--- src/rtl/sum_accumulator_if.sv ---
// Stream bundle between the ripple adder and the burst accumulator.
// Input side carries adder beats; output side carries the burst total.
interface sum_accumulator_if #(
    parameter int IN_W  = 4,
    parameter int ACC_W = 6
);
    logic             in_valid;
    logic             in_ready;
    logic [IN_W-1:0]  in_sum;
    logic             in_cout;
    logic             out_valid;
    logic             out_ready;
    logic [ACC_W-1:0] out_acc;
    logic             out_ovf;

    // Producer of beats and consumer of totals
    modport master (
        output in_valid, in_sum, in_cout, out_ready,
        input  in_ready, out_valid, out_acc, out_ovf
    );

    // The accumulator itself
    modport slave (
        input  in_valid, in_sum, in_cout, out_ready,
        output in_ready, out_valid, out_acc, out_ovf
    );
endinterface

--- src/rtl/sum_accumulator.sv ---
// Burst accumulator behind the 4-bit ripple adder: sums COUNT_N beats of
// {cout, sum} into a registered total with a sticky overflow flag and
// hands it downstream on a valid/ready port.
module sum_accumulator #(
    parameter int IN_W    = 4,
    parameter int ACC_W   = 6,
    parameter int COUNT_N = 4
) (
    input  logic                clk,
    input  logic                rst_n,
    sum_accumulator_if.slave    bus,
    input  logic                clear,
    output logic                busy
);
    localparam int BEAT_W = IN_W + 1;
    localparam int CNT_W  = $clog2(COUNT_N + 1);

    typedef enum logic [1:0] {IDLE, ACCUM, HOLD} state_t;

    state_t             state, state_nx;
    logic [ACC_W-1:0]   acc, acc_nx;
    logic [CNT_W-1:0]   cnt, cnt_nx;
    logic               ovf, ovf_nx;

    logic [BEAT_W-1:0]  beat;
    logic [ACC_W-1:0]   v;
    logic               accept;
    logic [CNT_W-1:0]   cnt_inc;
    logic [ACC_W:0]     sum_c;

    // Modulo-2^ACC_W addition; the extra top bit is the carry out of ACC_W-1.
    function automatic logic [ACC_W:0] add_carry(input logic [ACC_W-1:0] a,
                                                 input logic [ACC_W-1:0] b);
        return {1'b0, a} + {1'b0, b};
    endfunction

    // Handshake and output decode; clear blocks acceptance combinationally.
    always_comb begin
        beat          = {bus.in_cout, bus.in_sum};
        v             = ACC_W'(beat);
        bus.in_ready  = !clear && (state != HOLD);
        accept        = bus.in_valid && bus.in_ready;
        bus.out_valid = (state == HOLD);
        bus.out_acc   = acc;
        bus.out_ovf   = ovf;
        busy          = (state != IDLE);
    end

    // Next-state and datapath update for the IDLE/ACCUM/HOLD sequencer.
    always_comb begin
        state_nx = state;
        acc_nx   = acc;
        cnt_nx   = cnt;
        ovf_nx   = ovf;
        cnt_inc  = cnt + CNT_W'(1);
        sum_c    = add_carry(acc, v);
        if (clear) begin
            state_nx = IDLE;
            acc_nx   = '0;
            cnt_nx   = '0;
            ovf_nx   = 1'b0;
        end else begin
            unique case (state)
                IDLE: begin
                    if (accept) begin
                        acc_nx   = v;
                        ovf_nx   = 1'b0;
                        cnt_nx   = CNT_W'(1);
                        state_nx = (COUNT_N == 1) ? HOLD : ACCUM;
                    end
                end
                ACCUM: begin
                    if (accept) begin
                        acc_nx = sum_c[ACC_W-1:0];
                        ovf_nx = ovf | sum_c[ACC_W];
                        cnt_nx = cnt_inc;
                        if (cnt_inc == CNT_W'(COUNT_N)) begin
                            state_nx = HOLD;
                        end
                    end
                end
                HOLD: begin
                    // acc/ovf stay put until the next burst's first beat
                    if (bus.out_ready) begin
                        state_nx = IDLE;
                        cnt_nx   = '0;
                    end
                end
                default: begin
                    state_nx = IDLE;
                end
            endcase
        end
    end

    // State and accumulator registers; reset discards any partial burst.
    always_ff @(posedge clk or negedge rst_n) begin
        if (!rst_n) begin
            state <= IDLE;
            acc   <= '0;
            cnt   <= '0;
            ovf   <= 1'b0;
        end else begin
            state <= state_nx;
            acc   <= acc_nx;
            cnt   <= cnt_nx;
            ovf   <= ovf_nx;
        end
    end
endmodule
--- src/flat_wrapper.sv ---
// flat-port wrapper written by rule: the top's interface ports become plain ports
module sum_accumulator_flat 
#(
    parameter int IN_W    = 4,
    parameter int ACC_W   = 6,
    parameter int COUNT_N = 4
)
  (clk, rst_n, clear, busy, bus_in_valid, bus_in_sum, bus_in_cout, bus_out_ready, bus_in_ready, bus_out_valid, bus_out_acc, bus_out_ovf);
  sum_accumulator_if #(.IN_W(IN_W), .ACC_W(ACC_W)) bus_i ();
  input  logic clk;
  input  logic rst_n;
  input  logic clear;
  output logic busy;
  input wire logic [$bits(bus_i.in_valid)-1:0] bus_in_valid;
  input wire logic [$bits(bus_i.in_sum)-1:0] bus_in_sum;
  input wire logic [$bits(bus_i.in_cout)-1:0] bus_in_cout;
  input wire logic [$bits(bus_i.out_ready)-1:0] bus_out_ready;
  output wire logic [$bits(bus_i.in_ready)-1:0] bus_in_ready;
  output wire logic [$bits(bus_i.out_valid)-1:0] bus_out_valid;
  output wire logic [$bits(bus_i.out_acc)-1:0] bus_out_acc;
  output wire logic [$bits(bus_i.out_ovf)-1:0] bus_out_ovf;
  assign bus_i.in_valid = bus_in_valid;
  assign bus_i.in_sum = bus_in_sum;
  assign bus_i.in_cout = bus_in_cout;
  assign bus_i.out_ready = bus_out_ready;
  assign bus_in_ready = bus_i.in_ready;
  assign bus_out_valid = bus_i.out_valid;
  assign bus_out_acc = bus_i.out_acc;
  assign bus_out_ovf = bus_i.out_ovf;
  sum_accumulator #(.IN_W(IN_W), .ACC_W(ACC_W), .COUNT_N(COUNT_N)) u_core (.clk(clk), .rst_n(rst_n), .bus(bus_i), .clear(clear), .busy(busy));
endmodule
--- config.mk ---
export PLATFORM = sky130hd
export DESIGN_NAME = sum_accumulator_flat
export DESIGN_NICKNAME = d
export VERILOG_FILES = /design/src/rtl/sum_accumulator_if.sv /design/src/rtl/sum_accumulator.sv /design/src/flat_wrapper.sv
export SDC_FILE = /design/constraint.sdc
export NUM_CORES = 1
export LEC_CHECK = 0
export BUFFER_PORTS_ARGS = -buffer_cell sky130_fd_sc_hd__buf_2
export CAP_MARGIN = 20
export CORE_MARGIN = 5
export CORE_UTILIZATION = 50
export CTS_BUF_LIST = sky130_fd_sc_hd__clkbuf_2 sky130_fd_sc_hd__clkbuf_4 sky130_fd_sc_hd__clkbuf_8
export DETAILED_ROUTE_END_ITERATION = 8
export GPL_TIMING_DRIVEN = 0
export PLACE_DENSITY_LB_ADDON = 0.12
export SETUP_SLACK_MARGIN = 0.02
export SLEW_MARGIN = 20
export SYNTH_ARGS = -nofsm -noshare
export SYNTH_HDL_FRONTEND = slang
export SYNTH_SLANG_ARGS = --single-unit
--- constraint.sdc ---
create_clock -name clk -period 1.6 [get_ports clk]
set_clock_uncertainty 0.05 [all_clocks]
set_input_delay 0.08 -clock clk [delete_from_list [all_inputs] [get_ports clk]]
set_output_delay 0.08 -clock clk [all_outputs]
set_load 0.005 [all_outputs]
* Word-level counts from Yosys, hierarchy flattened
Cells that the tools add are included.
Operators by class: shifts and indexed selects 0, add/subtract/negate cells 2, magnitude comparators 0, div/mod/pow operators 0, bitwise logic cells 1, muxes and demuxes 19, reductions and logical operators 10, eq/ne operators 8, $mul 0
Operator list (count):
- $mux 6 | 3
- $mux 3 | 4
- $pmux 6 s2 | 1
- $mux 2 | 5
- $ne 3x2->1 const B | 3
- $pmux 3 s3 | 1
- $reduce_and 4->1 | 2
- $add 6x5->7 | 1
- $pmux 2 s3 | 1
- $reduce_bool 4->1 | 1
- $add 3x1->3 const B | 1
- $eq 3x3->1 const B | 1
- $mux 1 | 3
- $ne 3x3->1 const B | 1
- $reduce_and 3->1 | 1
- $reduce_bool 3->1 | 1
- $eq 2x1->1 const B | 1
- $eq 2x2->1 const B | 1
- $logic_and 1x1->1 | 2
- $logic_not 2->1 | 1
- $ne 2x2->1 const B | 1
- $pmux 1 s2 | 1
- $reduce_bool 2->1 | 1
- $logic_not 1->1 | 1
- $or 1x1->1 | 1
Word-level totals: output and inout port bits 10, flip-flop bits (word level) 12, memories kept 0, bits in latches 0, RAM bits 0, ROM bits 0

* Longest topological paths before layout
Gate-level depths: netlist (run 1).
depth in word-level cells 6, gate-level depth with buffers 7, depth with buffers taken out 7

* Worst setup path after synthesis (run 1)
No wires, ideal clock.
path kind reg-to-reg, from register u_core.acc[0] (netlist: u_core.bus.out_acc[0]), to register u_core.acc[4] (netlist: u_core.bus.out_acc[4]), setup slack -0.116 ns, period minus slack after synthesis 1.716 ns, cell stages (with the launch flop) 8, path buffers 0, arrival 1.540 ns, cell sequence dfrtp_1 -> ha_1 -> inv_1 -> fa_1 -> nor2b_1 -> o31a_1 -> a211oi_1 -> a221o_1
Between the ends: cells in the longest elaborated chain, start to end 4
RTL lines:
- start, declared | line sum_accumulator.sv:21 | logic [ACC_W-1:0] acc, acc_nx;
- start signal, assigned | line sum_accumulator.sv:105 | acc <= acc_nx;
- $add 6x5->7 | line sum_accumulator.sv:34 | return {1'b0, a} + {1'b0, b};
- $mux 6 | line sum_accumulator.sv:73 | if (accept) begin
- $pmux 6 s2 | line sum_accumulator.sv:63 | unique case (state)
- $mux 6 | line sum_accumulator.sv:57 | if (clear) begin
Every way passes these cells. The select of a mux whose other input is x is not followed. A chain may end at the register's enable or synchronous reset.

* Final worst setup path (run 1)
Ends and elaborated chain as after synthesis.

==> results.json, run 1 <==
{
  "netSwitchingPower_mw": 0.8906,
  "failed_checks": "setup timing",
  "powerDensity_nw_per_um2": 1458,
  "finalWirelength_um": 2508,
  "clkLatencyLatePin_ps": 280,
  "via_per_inst": 5.558,
  "pwr-share-comb_pct": 67.7,
  "dp_cells": 149,
  "seq_area_frac_synth_pct": 30.89,
  "arrival_ps": 1860,
  "htreeDepth": 1,
  "rsz0062_at_grt": "true",
  "totalPowerFinal_mw": 2.025,
  "grt_usage_pct": 18.34,
  "clockBufferDepth": 2,
  "hold_viol_final": 0,
  "critPathCaptureType": "flip-flop",
  "antenna_found_initial": 0,
  "switching_share_pct": 43.98,
  "dpl.hpwl_um": 1681,
  "layout-drive-gt1-share_pct": 46.32,
  "r2r_end": "u_core.bus.out_acc[4]$_DFFE_PN0P_",
  "avgRoutedWirePerCell_um": 15.39,
  "numCtsBuffers": 3,
  "drv_cap": 0,
  "fill_cells": 126,
  "p_seq_share_pct": 22.4,
  "peakVddDrop_uv": 902.8,
  "reg2reg_from": "u_core.bus.out_acc[0]$_DFFE_PN0P_",
  "p_int_mw": 1.135,
  "max_stage_delay_ps": 360,
  "core_area_um2": 1902,
  "final-setup-viol-count": 5,
  "synth_common_cells": "dfrtp_1, ha_1, inv_1, a21oi_1, nand2_1",
  "outcome": "complete, but fails checks",
  "grt_start_max_net_pins": 13,
  "final_cells": 163,
  "drc": 0,
  "crit_path_start_kind": "flip-flop",
  "leakage_nw": 0.6444,
  "reg2regPathDepth": 7,
  "cp_max_fo": 3,
  "syn_inst": 103,
  "synth.distinct_cells": 42,
  "async_reset_ff_share_pct": 100.0,
  "place_congestion": 0.7480,
  "rows": 16,
  "finalMaxSlewViolations": 0,
  "ys_ff_latch": 12,
  "whs_path_depth": 2,
  "drtIter0Drc": 25,
  "first_pass_iters": 4,
  "worstSetupPathType": "reg2reg",
  "hold_path.startpoint": "bus_in_cout",
  "grt_overflow_total": 0,
  "antenna_cells": 0,
  "timing.final.crit_share_pct": 108.3,
  "synth_top_area_share_pct": 30.89,
  "whs_endpoint": "u_core.bus.out_acc[4]$_DFFE_PN0P_",
  "final_nets": 160,
  "synth_edf_count": 0,
  "syn-num-nets": 125,
  "die_w_um": 54.10,
  "netlist_area_um2": 972.2,
  "io_buffers": 19,
  "yosys.cell_count.top_type": "dfrtp_1",
  "dr_total_vias": 906,
  "ios": 20,
  "synth_top_area_cell": "dfrtp_1",
  "grt_pass1_wl_um": 3898,
  "required_ps": 1720,
  "tightest_slew_ps": 548.1,
  "min_period_ps": 1734,
  "slew_headroom_pct": 63.46,
  "clock_tree.root_cell": "clkbuf_4",
  "setup_ws_ps": -133.5,
  "clk_pin_slew_ps": 90,
  "slowest_stage": "dfrtp_1",
  "avgSynthCellArea_um2": 9.439,
  "syn_to_final_growth_pct": 42.86,
  "die_area_um2": 2926,
  "cts_tree": "built",
  "grt_pass1_vias": 873,
  "ys_warn_count": 0,
  "die_h_um": 54.10,
  "cts_sinks": 12,
  "synth_flop_cell": "dfrtp_1",
  "r2r_slack_ps": -130,
  "synthTopCellsByArea": "dfrtp_1, ha_1, a21oi_1, inv_1, mux2i_1",
  "ant_nets": 0,
  "initial_core_util_pct": 51.12,
  "max_freq_mhz": 576.9,
  "path_cells": "ha_2 > inv_2 > fa_2 > nor2b_4 > o31a_1 > a211oi_1 > a221o_1",
  "clkPwrFrac_pct": 9.9,
  "holdCritPathClass": "in2reg"
}
## kinds of logic (layout without fill, tap and decap cells)
group	count (synthesis)	count (layout)	synth area share, %
adders and majority gates	12	12	16.22
buffers and inverters	12	44	5.404
AOI/OAI and AO/OA	31	32	24.07
xor gates and xnor gates	2	2	1.802
and+or+nand+nor	30	30	17.38
DFF	12	12	30.89
muxes	4	4	4.247
## per-stage QoR
step	hold slack [ps]	utilization, %	area [µm²]	TNS (ps)	setup WS (ps)
finish	5.438	73.03	1389	-276.3	-133.5
detailed placement	-68.26	58.95	1121	-733.0	-153.6
floorplan	-265.6	-	992.2	-99.56	-67.62
CTS	2.491	66.64	1267	-300.0	-144.2
global route	9.472	73.03	1389	-810.5	-186.8
global placement	-75.47	58.95	1121	-436.7	-143.0
## worst max-delay path by stage
| stage | start | end | slack, ps | cells past startpoint |
|---|---|---|---|---|
| after floorplan | u_core.bus.out_acc[0]$_DFFE_PN0P_ | u_core.bus.out_acc[4]$_DFFE_PN0P_ | -70 | 7 |
| after global placement | u_core.bus.out_acc[0]$_DFFE_PN0P_ | u_core.bus.out_acc[4]$_DFFE_PN0P_ | -140 | 7 |
| after detailed placement | u_core.bus.out_acc[0]$_DFFE_PN0P_ | u_core.bus.out_acc[4]$_DFFE_PN0P_ | -150 | 7 |
| after CTS | u_core.bus.out_acc[0]$_DFFE_PN0P_ | u_core.bus.out_acc[4]$_DFFE_PN0P_ | -140 | 7 |
| after global routing | u_core.bus.out_acc[0]$_DFFE_PN0P_ | u_core.bus.out_acc[4]$_DFFE_PN0P_ | -190 | 7 |
| final | u_core.bus.out_acc[0]$_DFFE_PN0P_ | u_core.bus.out_acc[4]$_DFFE_PN0P_ | -130 | 7 |
## routing by layer
metal / track usage, % / routed length, µm / vias up
li1: - / - / 447
met1: 24.45 / 1169 / 428
met2: 30.44 / 1174 / 27
met3: 3.047 / 131 / 4
met4: 4.979 / 31 / 0
met5: 0 / 0 / -
## layout make-up
| class | instances | area (µm²) | area share [%] |
|---|---|---|---|
| buffer | 1 | 3.754 | 0.2703 |
| clock buffer | 3 | 22.52 | 1.622 |
| inverter | 10 | 37.54 | 2.703 |
| multi-input combinational | 80 | 810.8 | 58.38 |
| sequential | 12 | 300.3 | 21.62 |
| tap | 27 | 33.78 | 2.432 |
| timing repair buffer | 30 | 180.2 | 12.97 |
## sequential cells by signal, summed over array words and instances (netlist names)
register            cells
u_core.bus.out_acc      6
u_core.cnt              3
u_core.state            2
u_core.bus.out_ovf      1
## layout by cell type (no fill, tap or decap), drive strengths merged, types with 2 or more instances in the layout
cell type  synthesis  final
dfrtp             12     12
nor2               3      3
and2b              2      2
nor3               2      2
nor2b              3      3
nand2b             4      4
nand2              6      6
ha                11     11
a21o               2      2
mux2i              3      3
clkbuf             1      4
xor2               2      2
a21oi              9     10
nand3              4      4
a21bo              2      2
nand4              2      2
o21ai              6      6
buf                1     29
inv               10     10
## repair_timing
item / in CTS / in global routing
gates cloned: 1 / 0
gates resized for setup: 15 / 16
hold buffers: 1 / 0
endpoints found under the setup margin: 12 / 12
pin swaps: 8 / 14
hold endpoints to repair: 12 / 0
buffers inserted: 6 / 4
## power groups by stage
| stage | logic (mW) | registers, mW | clock network (mW) |
|---|---|---|---|
| floorplan | 0.700 | 0.443 | 0 |
| global placement | 0.909 | 0.444 | 0 |
| detailed placement | 0.937 | 0.450 | 0 |
| CTS | 1.12 | 0.456 | 0.195 |
| global route | 1.49 | 0.467 | 0.223 |
| finish | 1.37 | 0.454 | 0.200 |
## worst max-delay path: cells and delay by family, from the launching register on
family | cells | cell delay, ps
adder cells (fa/ha/maj) | 2 | 550
AO/OA/AOI/OAI | 3 | 490
flip-flops | 1 | 360
AND/OR/NAND/NOR | 1 | 140
buffers and inverters | 1 | 40
(Power assumes the default switching activity.)
==> run 2, diff against run 1 <==
Settings changed: CORE_UTILIZATION 50 to 45.
==> results.json, run 2 (same netlist as run 1, synthesis figures left out) <==
{
  "path_buf_inv": 1,
  "holdCritPathClass": "in2reg",
  "finalWirelength_um": 2505,
  "crit_path_start_kind": "flip-flop",
  "arrival_ps": 1890,
  "dpl.hpwl_um": 1725,
  "cts_tree": "built",
  "first_pass_iters": 5,
  "cts_sinks": 12,
  "antenna_cells": 0,
  "die_area_um2": 3190,
  "clkLatencyLatePin_ps": 270,
  "grt_overflow_total": 0,
  "rows": 16,
  "final_nets": 162,
  "slew_headroom_pct": 64.29,
  "grt_start_max_net_pins": 13,
  "initial_core_util_pct": 48.56,
  "min_period_ps": 1782,
  "peakVddDrop_uv": 930.1,
  "clockBufferDepth": 2,
  "htreeDepth": 1,
  "hold_viol_final": 0,
  "largest_reg_flops": 6,
  "final-setup-viol-count": 5,
  "max_freq_mhz": 561.0,
  "required_ps": 1710,
  "avgRoutedWirePerCell_um": 15.18,
  "numCtsBuffers": 3,
  "failed_checks": "setup timing",
  "timing.final.crit_share_pct": 111.4,
  "layout-drive-gt1-share_pct": 47.10,
  "syn_to_final_growth_pct": 43.76,
  "path_cells": "ha_2 > inv_2 > fa_2 > nor2b_4 > o31a_1 > o221a_1 > o22a_1",
  "drtIter0Drc": 14,
  "powerDensity_nw_per_um2": 1456,
  "dp_worst_setup_slack_ps": -165.4,
  "drv_cap": 0,
  "worstSetupPathType": "reg2reg",
  "grt_usage_pct": 16.14,
  "slowest_stage": "dfrtp_1",
  "hold_slack_ps": 5.452,
  "fin_tns_setup_ps": -484.8,
  "totalPowerFinal_mw": 2.035,
  "crit_family": "compound AO/OA/AOI/OAI gates",
  "antenna_found_initial": 0,
  "io_buffers": 19,
  "outcome": "complete, but fails checks",
  "rsz0062_at_grt": "true",
  "clock_tree.root_cell": "clkbuf_4",
  "final_cells": 165,
  "die_h_um": 56.48,
  "clk_pin_slew_ps": 70,
  "final_cell_mix": "buf_2, dfrtp_1, buf_4",
  "setup_ws_ps": -182.4,
  "dp_cells": 149,
  "drc": 0,
  "ios": 20,
  "max_stage_delay_ps": 390,
  "place_congestion": 0.8081,
  "critPathCaptureType": "flip-flop",
  "via_per_inst": 5.539,
  "fin_area_um2": 1398,
  "tightest_slew_ps": 535.6,
  "core_area_um2": 2002,
  "fin_util_pct": 69.81,
  "grt_pass1_wl_um": 4202,
  "leakage_nw": 0.6519,
  "dr_total_vias": 914,
  "ant_nets": 0,
  "layout_commonest_cell": "buf_2",
  "placed_area_um2": 1121,
  "cp_max_fo": 3,
  "die_w_um": 56.48,
  "grt_pass1_vias": 927,
  "finalMaxSlewViolations": 0
}
run 2: worst reg2reg max path, stage by stage (launching register included):
cell and delay, ps:
dfrtp_1 390, ha_2 200, inv_2 60, fa_2 220, nor2b_4 50, o31a_1 310, o221a_1 240, o22a_1 150
run 2: path summary, 6_finish.rpt:
kind,cells after the start,endpoint,start,slack (ps)
worst max-delay path,7,u_core.bus.out_ovf$_DFFE_PN0P_,u_core.bus.out_acc[0]$_DFFE_PN0P_,-180
min in group asynchronous,2,u_core.cnt[1]$_DFFE_PN0P_,rst_n,170
worst max register to register,7,u_core.bus.out_ovf$_DFFE_PN0P_,u_core.bus.out_acc[0]$_DFFE_PN0P_,-180
worst min-delay path,3,u_core.bus.out_acc[3]$_DFFE_PN0P_,bus_in_sum[3],5
max in group asynchronous,2,u_core.bus.out_acc[3]$_DFFE_PN0P_,rst_n,1090
worst min register to register,1,u_core.bus.out_ovf$_DFFE_PN0P_,u_core.bus.out_ovf$_DFFE_PN0P_,450
run 2: power breakdown:
group,internal (mW),switching (mW),leakage (nW)
Combinational,0.696,0.700,0.476
Sequential,0.377,0.0786,0.162
Clock,0.0871,0.0971,0.0138
run 2: what timing repair did:
item	4_1_cts	5_1_grt
gates cloned	1	0
hold buffers	1	1
pin swaps	6	17
endpoints found under the hold margin	12	1
buffers inserted	2	9
resized for setup	15	19
setup endpoints to repair	12	12
run 2: cell type report:
type                    count  area, µm²
fillers                   168      604.3
multi-input cells          80      794.5
plain buffers               1      3.754
repair buffers             32      205.2
clock buffers               3      22.52
flip-flops and latches     12      300.3
inverters                  10      37.54
well taps                  27      33.78
run 2: routing by layer:
| layer | part of all wire (%) | track usage [%] | vias to the layer above |
|---|---|---|---|
| met5 | 0 | 0 | - |
| met4 | 0.76 | 3.390 | 0 |
| li1 | - | - | 452 |
| met2 | 50 | 24.26 | 19 |
| met1 | 44 | 21.81 | 439 |
| met3 | 5.1 | 6.193 | 4 |
==> run 3, diff against run 2 <==
Settings changed: PLACE_DENSITY_LB_ADDON 0.12 to 0.05.
==> results.json, run 3 (same netlist as run 1, synthesis figures left out) <==
{
  "r2r_end": "u_core.bus.out_acc[4]$_DFFE_PN0P_",
  "cts_tree": "built",
  "die_area_um2": 3190,
  "clk_pin_slew_ps": 70,
  "critPathCaptureType": "flip-flop",
  "numCtsBuffers": 3,
  "drtIter0Drc": 9,
  "leakage_nw": 0.6268,
  "layout-drive-gt1-share_pct": 45.93,
  "grt_pass1_vias": 879,
  "grt_start_max_net_pins": 13,
  "netSwitchingPower_mw": 0.8386,
  "initial_core_util_pct": 48.56,
  "max_stage_delay_ps": 360,
  "p_int_mw": 1.080,
  "rows": 16,
  "placed_area_um2": 1121,
  "totalPowerFinal_mw": 1.919,
  "fin_tns_setup_ps": -244.5,
  "endpoint": "u_core.bus.out_acc[4]$_DFFE_PN0P_",
  "tightest_slew_ps": 498.3,
  "htreeDepth": 1,
  "grt_overflow_total": 0,
  "drv_cap": 0,
  "drc": 0,
  "ios": 20,
  "final_nets": 159,
  "required_ps": 1700,
  "pwr-share-comb_pct": 67.6,
  "dp_worst_setup_slack_ps": -163.0,
  "setup_ws_ps": -143.3,
  "clock_tree.root_cell": "clkbuf_4",
  "place_congestion": 0.7706,
  "hold_viol_final": 0,
  "final_cell_mix": "buf_2, dfrtp_1, buf_4",
  "layout_commonest_cell": "buf_2",
  "path_cells": "ha_2 > inv_2 > fa_2 > nor2b_4 > o31a_1 > a211oi_1 > a221o_1",
  "io_buffers": 19,
  "max_freq_mhz": 573.6,
  "arrival_ps": 1850,
  "via_per_inst": 5.667,
  "fin_area_um2": 1348,
  "cp_max_fo": 3,
  "cp.depth": 7,
  "clockBufferDepth": 2,
  "powerDensity_nw_per_um2": 1424,
  "holdCritPathClass": "in2reg",
  "die_w_um": 56.48,
  "antenna_found_initial": 0,
  "min_period_ps": 1743,
  "switching_share_pct": 43.70,
  "failed_checks": "setup timing",
  "clkPwrFrac_pct": 9.4,
  "crit_path_start_kind": "flip-flop",
  "syn_to_final_growth_pct": 38.61,
  "peakVddDrop_uv": 877.5,
  "rsz0062_at_grt": "true",
  "p_seq_share_pct": 23.0,
  "fill_cells": 168,
  "finalWirelength_um": 2474,
  "outcome": "complete, but fails checks",
  "finalMaxSlewViolations": 0,
  "slew_headroom_pct": 66.78,
  "avgRoutedWirePerCell_um": 15.27,
  "crit_start": "u_core.bus.out_acc[0]$_DFFE_PN0P_",
  "cts_sinks": 12,
  "first_pass_iters": 4,
  "dpl.hpwl_um": 1779,
  "r2r_slack_ps": -140,
  "timing.final.crit_share_pct": 109.0,
  "final-setup-viol-count": 2,
  "antenna_cells": 0,
  "crit_family": "adder cells",
  "die_h_um": 56.48,
  "grt_usage_pct": 15.50,
  "dr_total_vias": 918,
  "ant_nets": 0,
  "reg2regPathDepth": 7,
  "grt_pass1_wl_um": 3933,
  "slowest_stage": "fa_2",
  "core_area_um2": 2002,
  "reg2reg_from": "u_core.bus.out_acc[0]$_DFFE_PN0P_",
  "worstSetupPathType": "reg2reg",
  "path_buf_inv": 1,
  "clkLatencyLatePin_ps": 270,
  "largest_reg_flops": 6
}
run 3: metrics by stage:
| stage | std cells | util (%) | hold WS (ps) |
|---|---|---|---|
| floorplan | 103 | - | -265.6 |
| global placement | 149 | 56.00 | -72.07 |
| detailed placement | 149 | 56.00 | -71.09 |
| CTS | 156 | 60.38 | 5.638 |
| global route | 162 | 67.31 | 25.40 |
| finish | 162 | 67.31 | 44.77 |
run 3: what timing repair did:
item	in CTS	in global routing
hold buffers	1	1
endpoints found under the hold margin	12	1
gates cloned	0	1
buffers inserted	3	5
pin swaps	4	9
resized for setup	10	18
endpoints found under the setup margin	12	12
run 3: layout make-up:
class / count / area, µm² / share of cell area [%]
inverters: 10 / 37.54 / 2.786
plain buffers: 1 / 3.754 / 0.2786
flip-flops and latches: 12 / 300.3 / 22.28
multi-input cells: 80 / 770.7 / 57.20
clock buffers: 3 / 22.52 / 1.671
well taps: 27 / 33.78 / 2.507
repair buffers: 29 / 178.9 / 13.28
run 3: worst min-delay path by stage:
stage,start,endpoint,slack (ps),cells after the start
floorplan,rst_n,u_core.bus.out_acc[0]$_DFFE_PN0P_,-270,0
global placement,rst_n,u_core.cnt[1]$_DFFE_PN0P_,-70,1
detailed placement,rst_n,u_core.cnt[1]$_DFFE_PN0P_,-70,1
CTS,bus_in_cout,u_core.bus.out_acc[4]$_DFFE_PN0P_,6,2
global route,bus_in_sum[3],u_core.bus.out_acc[3]$_DFFE_PN0P_,30,3
finish,bus_in_sum[3],u_core.bus.out_acc[3]$_DFFE_PN0P_,40,3
run 3: worst min-delay path, stage by stage:
cell	delay (ps)
buf_2	110
a22oi_1	60
o21ai_1	70
run 3: power by group through the flow:
stage          combinational [mW]  sequential (mW)  clock, mW
2_1_floorplan               0.700            0.443          0
3_3_place_gp                0.918            0.443          0
3_5_place_dp                0.953            0.449          0
4_1_cts                      1.03            0.442      0.189
5_1_grt                      1.43            0.452      0.212
6_report                     1.30            0.442      0.180
run 3: routing by layer:
metal | up-vias | GRT usage, % | part of all wire, %
li1 | 442 | - | -
met1 | 454 | 19.80 | 47
met4 | 0 | 3.051 | 0
met5 | - | 0 | 0
met2 | 22 | 25.08 | 48
met3 | 0 | 5.505 | 5.2
